===== src/rtl/pipelined_carry_skip_adder_pkg.sv =====
// Shared types and derived-size helpers for the pipelined
// carry-skip adder/subtractor.
package pipelined_carry_skip_adder_pkg;

  typedef enum logic {
    OP_ADD = 1'b0,
    OP_SUB = 1'b1
  } op_e;

  function automatic int calc_nblk(
    input int width,
    input int block
  );
    return width / block;
  endfunction

  function automatic int calc_lat(
    input int width,
    input int block,
    input int bps
  );
    return (width / block) / bps;
  endfunction

  function automatic bit cfg_ok(
    input int width,
    input int block,
    input int bps
  );
    return ((width % block) == 0) &&
           (((width / block) % bps) == 0);
  endfunction

endpackage


===== src/rtl/pipelined_carry_skip_adder_block.sv =====
// One carry-skip block: ripple sum plus a skip mux that
// bypasses the ripple when every bit propagates.
module carry_skip_block #(
  parameter int BLOCK = 4
) (
  input  logic [BLOCK-1:0] a,
  input  logic [BLOCK-1:0] b,
  input  logic             cin,
  output logic [BLOCK-1:0] sum,
  output logic             cout,
  output logic             cmsb
);

  logic [BLOCK-1:0] p;
  logic [BLOCK-1:0] g;
  logic             rip;

  assign p = a ^ b;
  assign g = a & b;

  always_comb begin
    rip  = cin;
    sum  = '0;
    cmsb = 1'b0;
    for (int i = 0; i < BLOCK; i++) begin
      sum[i] = p[i] ^ rip;
      cmsb   = rip;
      rip    = g[i] | (p[i] & rip);
    end
    // skip path: block carry comes straight from cin
    cout = (&p) ? cin : rip;
  end

endmodule


===== src/rtl/pipelined_carry_skip_adder.sv =====
// Pipelined carry-skip add/sub with operand skew registers
// and a global-stall valid/ready handshake.
module pipelined_carry_skip_adder
  import pipelined_carry_skip_adder_pkg::*;
#(
  parameter int WIDTH            = 32,
  parameter int BLOCK            = 4,
  parameter int BLOCKS_PER_STAGE = 2
) (
  input  logic             i_clk,
  input  logic             i_rst_n,
  input  logic             i_valid,
  output logic             o_ready,
  input  logic [WIDTH-1:0] i_add1,
  input  logic [WIDTH-1:0] i_add2,
  input  logic             i_cin,
  input  logic             i_sub,
  output logic             o_valid,
  input  logic             i_ready,
  output logic [WIDTH-1:0] o_result,
  output logic             o_cout,
  output logic             o_overflow
);

  localparam int BPS  = BLOCKS_PER_STAGE;
  localparam int NBLK = calc_nblk(WIDTH, BLOCK);
  localparam int LAT  = calc_lat(WIDTH, BLOCK, BPS);
  localparam int SW   = BPS * BLOCK;

  if (!cfg_ok(WIDTH, BLOCK, BPS)) begin : g_bad_cfg
    $error("bad cfg: WIDTH=%0d BLOCK=%0d NBLK=%0d BPS=%0d",
           WIDTH, BLOCK, NBLK, BPS);
  end

  op_e              op;
  logic             adv;
  logic             cin0;
  logic [WIDTH-1:0] b_in;

  assign op      = op_e'(i_sub);
  assign adv     = i_ready | ~o_valid;
  assign o_ready = adv;
  assign cin0    = (op == OP_SUB) ? 1'b1 : i_cin;
  assign b_in    = (op == OP_SUB) ? ~i_add2 : i_add2;

  for (genvar k = 0; k < LAT; k++) begin : g_stage
    localparam int LO = k * SW;
    localparam int HI = LO + SW;

    logic [SW-1:0] sa;
    logic [SW-1:0] sb;
    logic [SW-1:0] ssum;
    logic          scin;
    logic          vin;
    logic [HI-1:0] sum_d;
    logic [HI-1:0] sum_q;
    logic          carry_q;
    logic          valid_q;

    if (k == 0) begin : g_in
      assign sa    = i_add1[SW-1:0];
      assign sb    = b_in[SW-1:0];
      assign scin  = cin0;
      assign vin   = i_valid;
      assign sum_d = ssum;
    end else begin : g_in
      assign sa    = g_stage[k-1].g_skew.a_q[SW-1:0];
      assign sb    = g_stage[k-1].g_skew.b_q[SW-1:0];
      assign scin  = g_stage[k-1].carry_q;
      assign vin   = g_stage[k-1].valid_q;
      assign sum_d = {ssum, g_stage[k-1].sum_q};
    end

    for (genvar j = 0; j < BPS; j++) begin : g_blk
      logic ci;
      logic co;
      logic cm;
      logic unused_cm;

      if (j == 0) begin : g_ci
        assign ci = scin;
      end else begin : g_ci
        assign ci = g_blk[j-1].co;
      end

      carry_skip_block #(
        .BLOCK(BLOCK)
      ) u_blk (
        .a   (sa[j*BLOCK +: BLOCK]),
        .b   (sb[j*BLOCK +: BLOCK]),
        .cin (ci),
        .sum (ssum[j*BLOCK +: BLOCK]),
        .cout(co),
        .cmsb(cm)
      );

      assign unused_cm = cm;
    end

    always_ff @(posedge i_clk) begin
      if (!i_rst_n) begin
        valid_q <= 1'b0;
        sum_q   <= '0;
        carry_q <= 1'b0;
      end else if (adv) begin
        valid_q <= vin;
        sum_q   <= sum_d;
        carry_q <= g_blk[BPS-1].co;
      end
    end

    // operand bits not yet consumed ride along
    if (k < LAT - 1) begin : g_skew
      logic [WIDTH-HI-1:0] a_d;
      logic [WIDTH-HI-1:0] b_d;
      logic [WIDTH-HI-1:0] a_q;
      logic [WIDTH-HI-1:0] b_q;

      if (k == 0) begin : g_src
        assign a_d = i_add1[WIDTH-1:HI];
        assign b_d = b_in[WIDTH-1:HI];
      end else begin : g_src
        assign a_d =
          g_stage[k-1].g_skew.a_q[WIDTH-LO-1:SW];
        assign b_d =
          g_stage[k-1].g_skew.b_q[WIDTH-LO-1:SW];
      end

      always_ff @(posedge i_clk) begin
        if (!i_rst_n) begin
          a_q <= '0;
          b_q <= '0;
        end else if (adv) begin
          a_q <= a_d;
          b_q <= b_d;
        end
      end
    end

    if (k == LAT - 1) begin : g_msb
      logic cmsb_q;

      always_ff @(posedge i_clk) begin
        if (!i_rst_n) begin
          cmsb_q <= 1'b0;
        end else if (adv) begin
          cmsb_q <= g_blk[BPS-1].cm;
        end
      end
    end
  end

  assign o_valid    = g_stage[LAT-1].valid_q;
  assign o_result   = g_stage[LAT-1].sum_q;
  assign o_cout     = g_stage[LAT-1].carry_q;
  assign o_overflow = g_stage[LAT-1].g_msb.cmsb_q
                    ^ g_stage[LAT-1].carry_q;

endmodule


===== config.mk =====
export PLATFORM = sky130hd
export DESIGN_NAME = pipelined_carry_skip_adder
export DESIGN_NICKNAME = d
export VERILOG_FILES = /design/src/rtl/pipelined_carry_skip_adder_pkg.sv /design/src/rtl/pipelined_carry_skip_adder_block.sv /design/src/rtl/pipelined_carry_skip_adder.sv
export SDC_FILE = /design/constraint.sdc
export NUM_CORES = 1
export LEC_CHECK = 0
export CORE_ASPECT_RATIO = 1.4
export CORE_UTILIZATION = 57
export CTS_CLUSTER_SIZE = 30
export DETAILED_ROUTE_END_ITERATION = 7
export DONT_BUFFER_PORTS = 1
export GPL_TIMING_DRIVEN = 0
export PLACE_DENSITY = 0.75
export SLEW_MARGIN = 40
export SYNTH_ARGS = -nofsm -noshare
export SYNTH_HDL_FRONTEND = slang
export SYNTH_HIERARCHICAL = 1
export SYNTH_SLANG_ARGS = --single-unit

===== constraint.sdc =====
create_clock -name i_clk -period 4.1 [get_ports i_clk]
set_input_delay 0.205 -clock i_clk [delete_from_list [all_inputs] [get_ports i_clk]]
set_output_delay 0.205 -clock i_clk [all_outputs]
set_load 0.02 [all_outputs]

==> results.toml, run 1 <==
[status]
status = "complete, no violations"

[timing]
finalCriticalPeriod_ns = 3.94
finalCritPeriodShare = 0.962
slew_headroom = 0.589
setup_violations = 0
worst_pin_slew_ns = 0.616
fin_skew_ns = 0.00872
hold_violations = 0
slew_viol_final = 0
hold_ws_ns = 0.00576
setup_slack_ns = 0.158
max_freq_mhz = 254
final.setup.tns_ns = 0
rsz0062_at_grt = "no"

[place]
place_ws_ns = -0.315
dp_cells = 1164
io_buffers = 0
place.gp.congestion = 0.857
dp_hpwl_um = 13300

[setup_path]
cp.arrival_ns = 4.26
crit_required_ns = 4.41
path_class = "reg -> reg"
crit_fanout = 3
start_kind = "flip-flop"
end_kind = "flip-flop"
rrSetupSlack_ns = 0.16

[synthesis]
ys_async_sr_fraction = 0
netlist_instances = 975
synthFlopType = "dfxtp_1"
yosysTopAreaCellShare = 0.435
synth_area_leaders = "dfxtp_1, nand2_1, fa_1"
ys_warn_count = 6
synth-edff-count = 0
syn_nets = 1109
syn_area_sq_um = 8510
avgSynthCellArea_sq_um = 8.73
synth_area_leader_cell = "dfxtp_1"
ys_types = 21
yosys_register_bits = 185
yosysSeqAreaShare = 0.435

[drt]
viasPerCell = 5.11
drcViolationCount = 0
wl_per_cell_um = 15.1
vias = 6346
drtIter0Drc = 217
wl_um = 18700
drtPass1Iterations = 7
antenna_left = 0

[finish]
drive_above_1_share = 0.0674
nFillCells = 1191
nets = 1175
layout_commonest_cell = "nand2_1"
mostFrequentLayoutCells = "nand2_1, dfxtp_1, a21boi_0, a21boi_1, inv_1"
fin_cells = 1243
diodes = 0
syn_to_final_growth_pct = 15.2

[power_and_ir_drop]
power_leakage_nw = 4.11
pwr_density_cell_nw_per_um2 = 410
vdd.ir_drop.worst_mv = 0.255

[clock_tree]
cts_setup_buffers = 0
cts_root_buffer = "clkbuf_16"
cts_tree = "yes"
cts_sinks = 185
cts_resized = 0
clkSlewWorstSetupHoldPaths_ns = 0.07
numCtsBuffers = 17
clk_path_buf_depth = 2
cts.htree.levels = 4
clk_latency_ns = 0.43

[floorplanning]
die_area_sq_um = 15400
die_w_um = 105
std_cell_rows = 52
initial_core_util = 0.587
io-pin-count = 106
die_h_um = 147
core_sq_um = 14500

[global_route]
antenna_found_initial = 0
overflow = 0
grt_pass1_vias = 6414
grt_pass1_wl_um = 31100
grtUsageTotal = 0.258
grt_max_degree = 20

[hold_path]
hp-class = "in -> reg"

[flow_run]
max_cap_violations = 0
kinds of logic after synthesis:
kind of cell               Yosys count  synth area share
and+or+nand+nor                    330             0.149
AOI/OAI and AO/OA                  209             0.170
DFF                                185             0.435
buffers and inverters              146            0.0786
adders and majority gates           64             0.122
xor gates and xnor gates            33            0.0340
muxes                                8            0.0106
cell usage after synthesis, types with 5 or more instances:
cell / instances
o21ai_1: 5
clkbuf_1: 28
o21ai_0: 19
ha_1: 32
dfxtp_1: 185
inv_1: 80
mux2_1: 8
xnor2_1: 24
buf_6: 12
buf_2: 25
nand4_1: 8
fa_1: 32
xor2_1: 9
nand2_1: 320
a21boi_1: 80
a21oi_1: 24
a21boi_0: 80
where the power goes:
group / internal, W / switching, W / leakage [nW]
Sequential: 0.00192 / 0.0000923 / 1.52
Clock: 0.000813 / 0.000784 / 0.286
Combinational: 0.000192 / 0.000217 / 2.31
Total: 0.00292 / 0.00109 / 4.11
path summary, 6_finish.rpt:
check | cells after the start | start | end
max | 20 | g_stage[2].carry_q | o_cout
min | 2 | i_add2[9] | g_stage[0].g_skew.b_q[1]
max reg2reg | 20 | g_stage[2].carry_q | o_cout
min reg2reg | 2 | g_stage[1].g_skew.a_q[13] | g_stage[1].g_skew.a_q[13]
routing by layer:
| metal | vias up | global-route usage | part of all wire |
|---|---|---|---|
| li1 | 3191 | - | - |
| met3 | 25 | 0.0545 | 0.042 |
| met1 | 2994 | 0.297 | 0.42 |
| met2 | 136 | 0.466 | 0.52 |
| met4 | 0 | 0.0930 | 0.021 |
| met5 | - | 0 | 0 |
flip-flops by register name, indices dropped and copies added (netlist names), 3 cells and up:
| register | count |
|---|---|
| g_stage.g_skew.a_q | 48 |
| g_stage.g_skew.b_q | 48 |
| g_stage.sum_q | 48 |
| o_result | 32 |
| g_stage.carry_q | 3 |
| g_stage.valid_q | 3 |
critical path, cell delays in order, from the launching register on:
cell and delay, ns:
dfxtp_1 0.37, inv_1 0.09, fa_1 0.16, inv_1 0.05
fa_1 0.35, inv_1 0.07, fa_1 0.16, inv_1 0.05
fa_1 0.36, mux2_1 0.36, inv_1 0.09, fa_1 0.18
inv_1 0.06, fa_1 0.35, inv_1 0.08, fa_1 0.19
inv_1 0.07, fa_1 0.36, mux2_1 0.30, nand2_1 0.06
a21boi_0 0.07
layout make-up:
cell class,instances,area [sq um],share of cell area
buffer,64,360,0.0368
tap,189,236,0.0241
timing repair buffer,48,480,0.0490
sequential,185,3700,0.378
inverter,81,304,0.0310
clock inverter,15,153,0.0156
multi-input combinational,644,4140,0.422
clock buffer,17,425,0.0434
per-stage QoR:
step	util	power, W	cell area [sq um]
floorplan	-	0.00231	8510
detailed placement	0.603	0.00241	8750
CTS	0.675	0.00403	9800
global placement	0.603	0.00240	8750
finish	0.676	0.00402	9800
global route	0.676	0.00419	9800
timing repair:
| item | in CTS | in global routing |
|---|---|---|
| endpoints found under the hold margin | 47 | 1 |
| hold buffers | 47 | 1 |
| endpoints found under the setup margin | 0 | 2 |
Power figures use the tool's default switching activity.
==> run 2, diff against run 1 <==
--- a/config.mk
+++ b/config.mk
@@ -11,6 +11,7 @@
 export DETAILED_ROUTE_END_ITERATION = 7
 export DONT_BUFFER_PORTS = 1
 export GPL_TIMING_DRIVEN = 0
+export HOLD_SLACK_MARGIN = 0.12
 export PLACE_DENSITY = 0.75
 export SLEW_MARGIN = 40
 export SYNTH_ARGS = -nofsm -noshare
==> run 2 against run 1 <==
Effect of this change:
- worst hold slack improved by 0.14 ns
- design area rose by 0.20%
- register-to-register slack better by 0.04 ns
- fmax up 0.98%
- sequential share of layout area fell by 0.077 points
- critical path depth stayed put
- global-route usage rose by 0.36 points
- sequential power barely moved
- clock-buffer cell count unchanged
- core utilization rose by 0.14 points
- critical endpoint unchanged
- largest cell class unchanged
- highest routed layer unchanged
==> results.toml, run 2 (synthesized netlist as in run 1, its figures left out) <==
[timing]
finalCritPeriodShare = 0.952
setup_violations = 0
fin_skew_ns = 0.00866
finalCriticalPeriod_ns = 3.90
rsz0062_at_grt = "no"
hold_violations = 0
slew_viol_final = 0
slew_headroom = 0.585
final.setup.tns_ns = 0
worst_pin_slew_ns = 0.623
max_freq_mhz = 256

[clock_tree]
cts_root_buffer = "clkbuf_16"
cts_resized = 0
clk_path_buf_depth = 2
cts_setup_buffers = 0
clk_latency_ns = 0.43
numCtsBuffers = 17
clkSlewWorstSetupHoldPaths_ns = 0.07
cts_sinks = 185
cts_tree = "yes"
cts.htree.levels = 4

[drt]
vias = 6350
viasPerCell = 5.10
drtPass1Iterations = 6
wl_per_cell_um = 15.2
drcViolationCount = 0
antenna_left = 0
wl_um = 18900
drtIter0Drc = 237

[floorplanning]
die_h_um = 147
initial_core_util = 0.587
core_sq_um = 14500
die_area_sq_um = 15400
io-pin-count = 106
std_cell_rows = 52
die_w_um = 105

[finish]
nets = 1177
diodes = 0
nFillCells = 1189
mostFrequentLayoutCells = "nand2_1, dfxtp_1, a21boi_0, a21boi_1, inv_1"
syn_to_final_growth_pct = 15.4
drive_above_1_share = 0.0672
layout_commonest_cell = "nand2_1"
reg.largest.list = "g_stage.g_skew.a_q: 48 flops, g_stage.g_skew.b_q: 48 flops, g_stage.sum_q: 48 flops"

[global_route]
grt_pass1_wl_um = 31500
overflow = 0
antenna_found_initial = 0
grt_max_degree = 20
grtUsageTotal = 0.262
grt_pass1_vias = 6487

[place]
place.gp.congestion = 0.857
dp_hpwl_um = 13300
io_buffers = 0

[power_and_ir_drop]
swShare = 0.272
intPower_w = 0.00292
pwr_density_cell_nw_per_um2 = 409
p_clk_frac = 0.397
p_total_w = 0.00401
combPwrFrac = 0.103
pwr-share-seq = 0.501
power_leakage_nw = 4.12
p_sw_w = 0.00109
vdd.ir_drop.worst_mv = 0.254

[setup_path]
worst_path_max_delay_cell = "dfxtp_1"
crit_cells = 20
cp.arrival_ns = 4.22
slowest_delay_ns = 0.37
crit_fanout = 3
crit_chain = "inv_1, fa_1, inv_1, fa_1, inv_1, fa_1, inv_1, fa_1, mux2_1, inv_1, fa_1, inv_1, fa_1, inv_1, fa_1, inv_1, fa_1, mux2_1, nand2_1, a21boi_0"
r2r_cells = 20
end_kind = "flip-flop"
cp_num_buf_inv = 8
start_kind = "flip-flop"
crit_family = "adder cells"
path_class = "reg -> reg"
crit_required_ns = 4.41

[hold_path]
hp-class = "in -> reg"
worstHoldPathCells = 3

[status]
status = "complete, no violations"

[flow_run]
max_cap_violations = 0
## run 2: cell count changes in the layout (fill, tap and decap cells not counted), sizes merged
| cell | delta |
|---|---|
| dlygate4sd3 | +2 |
## run 2: worst paths after layout
path	start	endpoint	slack, ns
max reg2reg	g_stage[2].carry_q	o_cout	0.20
max	g_stage[2].carry_q	o_cout	0.20
min reg2reg	g_stage[1].g_skew.a_q[13]	g_stage[1].g_skew.a_q[13]	0.45
min	i_add1[5]	g_stage[0].sum_q[5]	0.14
## run 2: stage by stage
step	setup slack [ns]	utilization	instances	cell area, sq um	hold slack (ns)
CTS	0.123	0.677	1246	9830	0.135
detailed placement	-0.315	0.603	1164	8750	0.349
global placement	-0.218	0.603	1164	8750	0.347
floorplan	0.0535	-	975	8510	0.344
finish	0.196	0.677	1245	9820	0.142
global route	0.00970	0.677	1245	9820	0.172
## run 2: layout make-up
class	count	area [sq um]	share of cell area
clock buffer	17	425	0.0433
tap	189	236	0.0241
buffer	64	360	0.0367
clock inverter	15	153	0.0155
timing repair buffer	50	500	0.0509
sequential	185	3700	0.377
inverter	81	304	0.0310
multi-input combinational	644	4140	0.421
## run 2: what timing repair did
| item | 4_1_cts | 5_1_grt |
|---|---|---|
| endpoints found under the setup margin | 0 | 2 |
| hold endpoints to repair | 53 | 0 |
| hold buffers | 50 | 0 |
## run 2: power groups by stage
stage	sequential, W	clock (W)	combinational, W
3_3_place_gp	0.00205	0	0.000350
6_report	0.00201	0.00159	0.000412
2_1_floorplan	0.00203	0	0.000278
4_1_cts	0.00201	0.00161	0.000409
5_1_grt	0.00203	0.00169	0.000474
3_5_place_dp	0.00205	0	0.000359
## run 2: metal layers
metal | track usage | vias up | wire (um)
met5 | 0 | - | 0
met4 | 0.0937 | 0 | 446
met3 | 0.0576 | 31 | 879
met2 | 0.474 | 160 | 9700
met1 | 0.299 | 2972 | 7840
li1 | - | 3187 | -
## run 2: worst min-delay path: stages
cell,delay (ns)
fa_1,0.14
nand2_1,0.04
a21boi_0,0.14
==> run 3, diff against run 2 <==
--- a/config.mk
+++ b/config.mk
@@ -6,13 +6,13 @@
 export NUM_CORES = 1
 export LEC_CHECK = 0
 export CORE_ASPECT_RATIO = 1.4
-export CORE_UTILIZATION = 57
+export CORE_UTILIZATION = 68
 export CTS_CLUSTER_SIZE = 30
 export DETAILED_ROUTE_END_ITERATION = 7
 export DONT_BUFFER_PORTS = 1
 export GPL_TIMING_DRIVEN = 0
-export HOLD_SLACK_MARGIN = 0.12
-export PLACE_DENSITY = 0.75
+export HOLD_SLACK_MARGIN = 0.08
+export PLACE_DENSITY = 0.84
 export SLEW_MARGIN = 40
 export SYNTH_ARGS = -nofsm -noshare
 export SYNTH_HDL_FRONTEND = slang
==> constraint.sdc (replaced) <==
create_clock -name i_clk -period 4.7 [get_ports i_clk]
set_input_delay 0.235 -clock i_clk [delete_from_list [all_inputs] [get_ports i_clk]]
set_output_delay 0.235 -clock i_clk [all_outputs]
set_load 0.02 [all_outputs]
==> run 3 against run 2 <==
Effect of this change:
- setup slack better by 0.42 ns
- sequential cell count unchanged
- core utilization up 12 points
- total power fell by 10%
- critical endpoint is now g_stage[0].carry_q
- clock skew up 0.0049 ns
- final cell count is 3.1% lower
- design area is 0.15% lower
- routed wire length grew 4.8%
- global-route usage up 6.1 points
- non-clock buffer count unchanged
- critical path depth rose by 3
==> results.toml, run 3 (synthesized netlist as in run 1, its figures left out) <==
[global_route]
met2_usage = 0.567
busiest_layer = "met2"
grt_max_degree = 19
grt_pass1_wl_um = 31700
antenna_found_initial = 0
met3_usage = 0.0590
grtUsageTotal = 0.322
overflow = 0
grt_pass1_vias = 6686
grtUsageMet1 = 0.369

[power_and_ir_drop]
intPower_w = 0.00267
p_sw_w = 0.000947
power_leakage_nw = 4.14
swShare = 0.262
p_clk_frac = 0.413
combPwrFrac = 0.101
pwr_density_cell_nw_per_um2 = 368
pwr-share-seq = 0.486
vdd.ir_drop.worst_mv = 0.313

[place]
dp_hpwl_um = 13200
place.gp.congestion = 0.843
dpl-instance-area_sq_um = 8700
io_buffers = 0

[timing]
finalCritPeriodShare = 0.868
worst_pin_slew_ns = 0.674
setup_violations = 0
final.setup.tns_ns = 0
rsz0062_at_grt = "no"
slew_viol_final = 0
fin_skew_ns = 0.0135
max_freq_mhz = 245
slew_headroom = 0.551
finalCriticalPeriod_ns = 4.08
hold_violations = 0

[clock_tree]
cts.htree.levels = 4
clkSlewWorstSetupHoldPaths_ns = 0.07
numCtsBuffers = 17
cts_setup_buffers = 0
cts_root_buffer = "clkbuf_16"
cts_sinks = 185
hold_buffers = 49
clk_latency_ns = 0.43
cts_tree = "yes"
cts_resized = 0
clk_path_buf_depth = 2

[setup_path]
critPathCapture = "g_stage[0].carry_q"
rr_endpoint = "o_cout"
crit_required_ns = 5.01
rrSetupSlack_ns = 0.81
critPathLaunch = "i_sub"
path_class = "in -> reg"
r2r_cells = 20
start_kind = "primary input"
cp.arrival_ns = 4.39
end_kind = "flip-flop"
rr_startpoint = "g_stage[2].g_skew.a_q[0]"
crit_fanout = 10

[floorplanning]
die_w_um = 96.6
std_cell_rows = 48
core_sq_um = 12300
initial_core_util = 0.695
die_h_um = 134
io-pin-count = 106
die_area_sq_um = 13000

[drt]
drcViolationCount = 0
wl_per_cell_um = 16.4
antenna_left = 0
wl_um = 19800
viasPerCell = 5.43
vias = 6550
drtPass1Iterations = 5
drtIter0Drc = 365

[finish]
mostFrequentLayoutCells = "nand2_1, dfxtp_1, a21boi_0, a21boi_1, inv_1"
post-route-cell-area_sq_um = 9810
reg.largest.list = "g_stage.g_skew.a_q: 48 flops, g_stage.g_skew.b_q: 48 flops, g_stage.sum_q: 48 flops"
multiInputGateArea_sq_um = 4140
layout_commonest_cell = "nand2_1"
regArea_sq_um = 3700
syn_to_final_growth_pct = 15.2
drive_above_1_share = 0.0682
nFillCells = 787
nets = 1177
diodes = 0

[hold_path]
hp-start = "i_rst_n"
hp-class = "in -> reg"

[flow_run]
max_cap_violations = 0

[status]
status = "complete, no violations"
## run 3: cell types whose count changed in the layout (fill, tap and decap cells not counted), sizes merged
cell         previous run  this run
clkinvlp                0         2
buf                    36        37
bufinv                  0         2
dlygate4sd3            50        49
clkinv                  7         2
clkbuf                 45        46
## run 3: worst min path at each step
stage | to | slack, ns | depth (start not counted)
2_1_floorplan | g_stage[0].g_skew.a_q[0] | 0.37 | 2
3_3_place_gp | g_stage[0].g_skew.a_q[22] | 0.38 | 2
3_5_place_dp | g_stage[0].g_skew.a_q[3] | 0.38 | 2
4_1_cts | o_result[31] | 0.16 | 2
5_1_grt | o_result[31] | 0.17 | 2
6_report | o_cout | 0.17 | 2
## run 3: area by class of cell
class / instances / area share
Inverter: 81 / 0.0310
Tap cell: 150 / 0.0191
Timing Repair Buffer: 49 / 0.0500
Clock buffer: 18 / 0.0448
Buffer: 65 / 0.0372
Clock inverter: 14 / 0.0181
Multi-Input combinational cell: 644 / 0.422
Sequential cell: 185 / 0.378
## run 3: through the flow
| stage | std cells | hold WS (ns) | worst slack, ns | power (W) | util |
|---|---|---|---|---|---|
| floorplan | 975 | 0.374 | 0.623 | 0.00201 | - |
| global placement | 1125 | 0.376 | 0.359 | 0.00209 | 0.710 |
| detailed placement | 1125 | 0.381 | 0.243 | 0.00210 | 0.710 |
| CTS | 1206 | 0.159 | 0.644 | 0.00361 | 0.801 |
| global route | 1206 | 0.169 | 0.442 | 0.00374 | 0.801 |
| finish | 1206 | 0.172 | 0.621 | 0.00361 | 0.801 |
## run 3: metal layers
metal | part of all wire | vias to the layer above
met5 | 0 | -
met3 | 0.049 | 58
li1 | - | 3195
met1 | 0.39 | 3090
met2 | 0.52 | 207
met4 | 0.040 | 0
## run 3: power groups by stage
stage / Sequential [W] / Clock, W / Combinational [W]
4_1_cts: 0.00175 / 0.00149 / 0.000357
3_5_place_dp: 0.00179 / 0 / 0.000313
6_report: 0.00176 / 0.00149 / 0.000366
5_1_grt: 0.00177 / 0.00156 / 0.000412
2_1_floorplan: 0.00177 / 0 / 0.000243
3_3_place_gp: 0.00178 / 0 / 0.000303
## run 3: worst max-delay path: stages
cell,delay [ns]
buf_2,0.17
buf_2,0.26
or2_2,0.35
inv_1,0.07
fa_1,0.16
inv_1,0.05
fa_1,0.37
inv_1,0.10
fa_1,0.19
inv_1,0.06
fa_1,0.35
mux2_1,0.32
inv_1,0.08
fa_1,0.18
inv_1,0.05
fa_1,0.36
inv_1,0.07
fa_1,0.16
inv_1,0.05
fa_1,0.34
mux2_1,0.29
nand2_1,0.06
a21boi_0,0.07
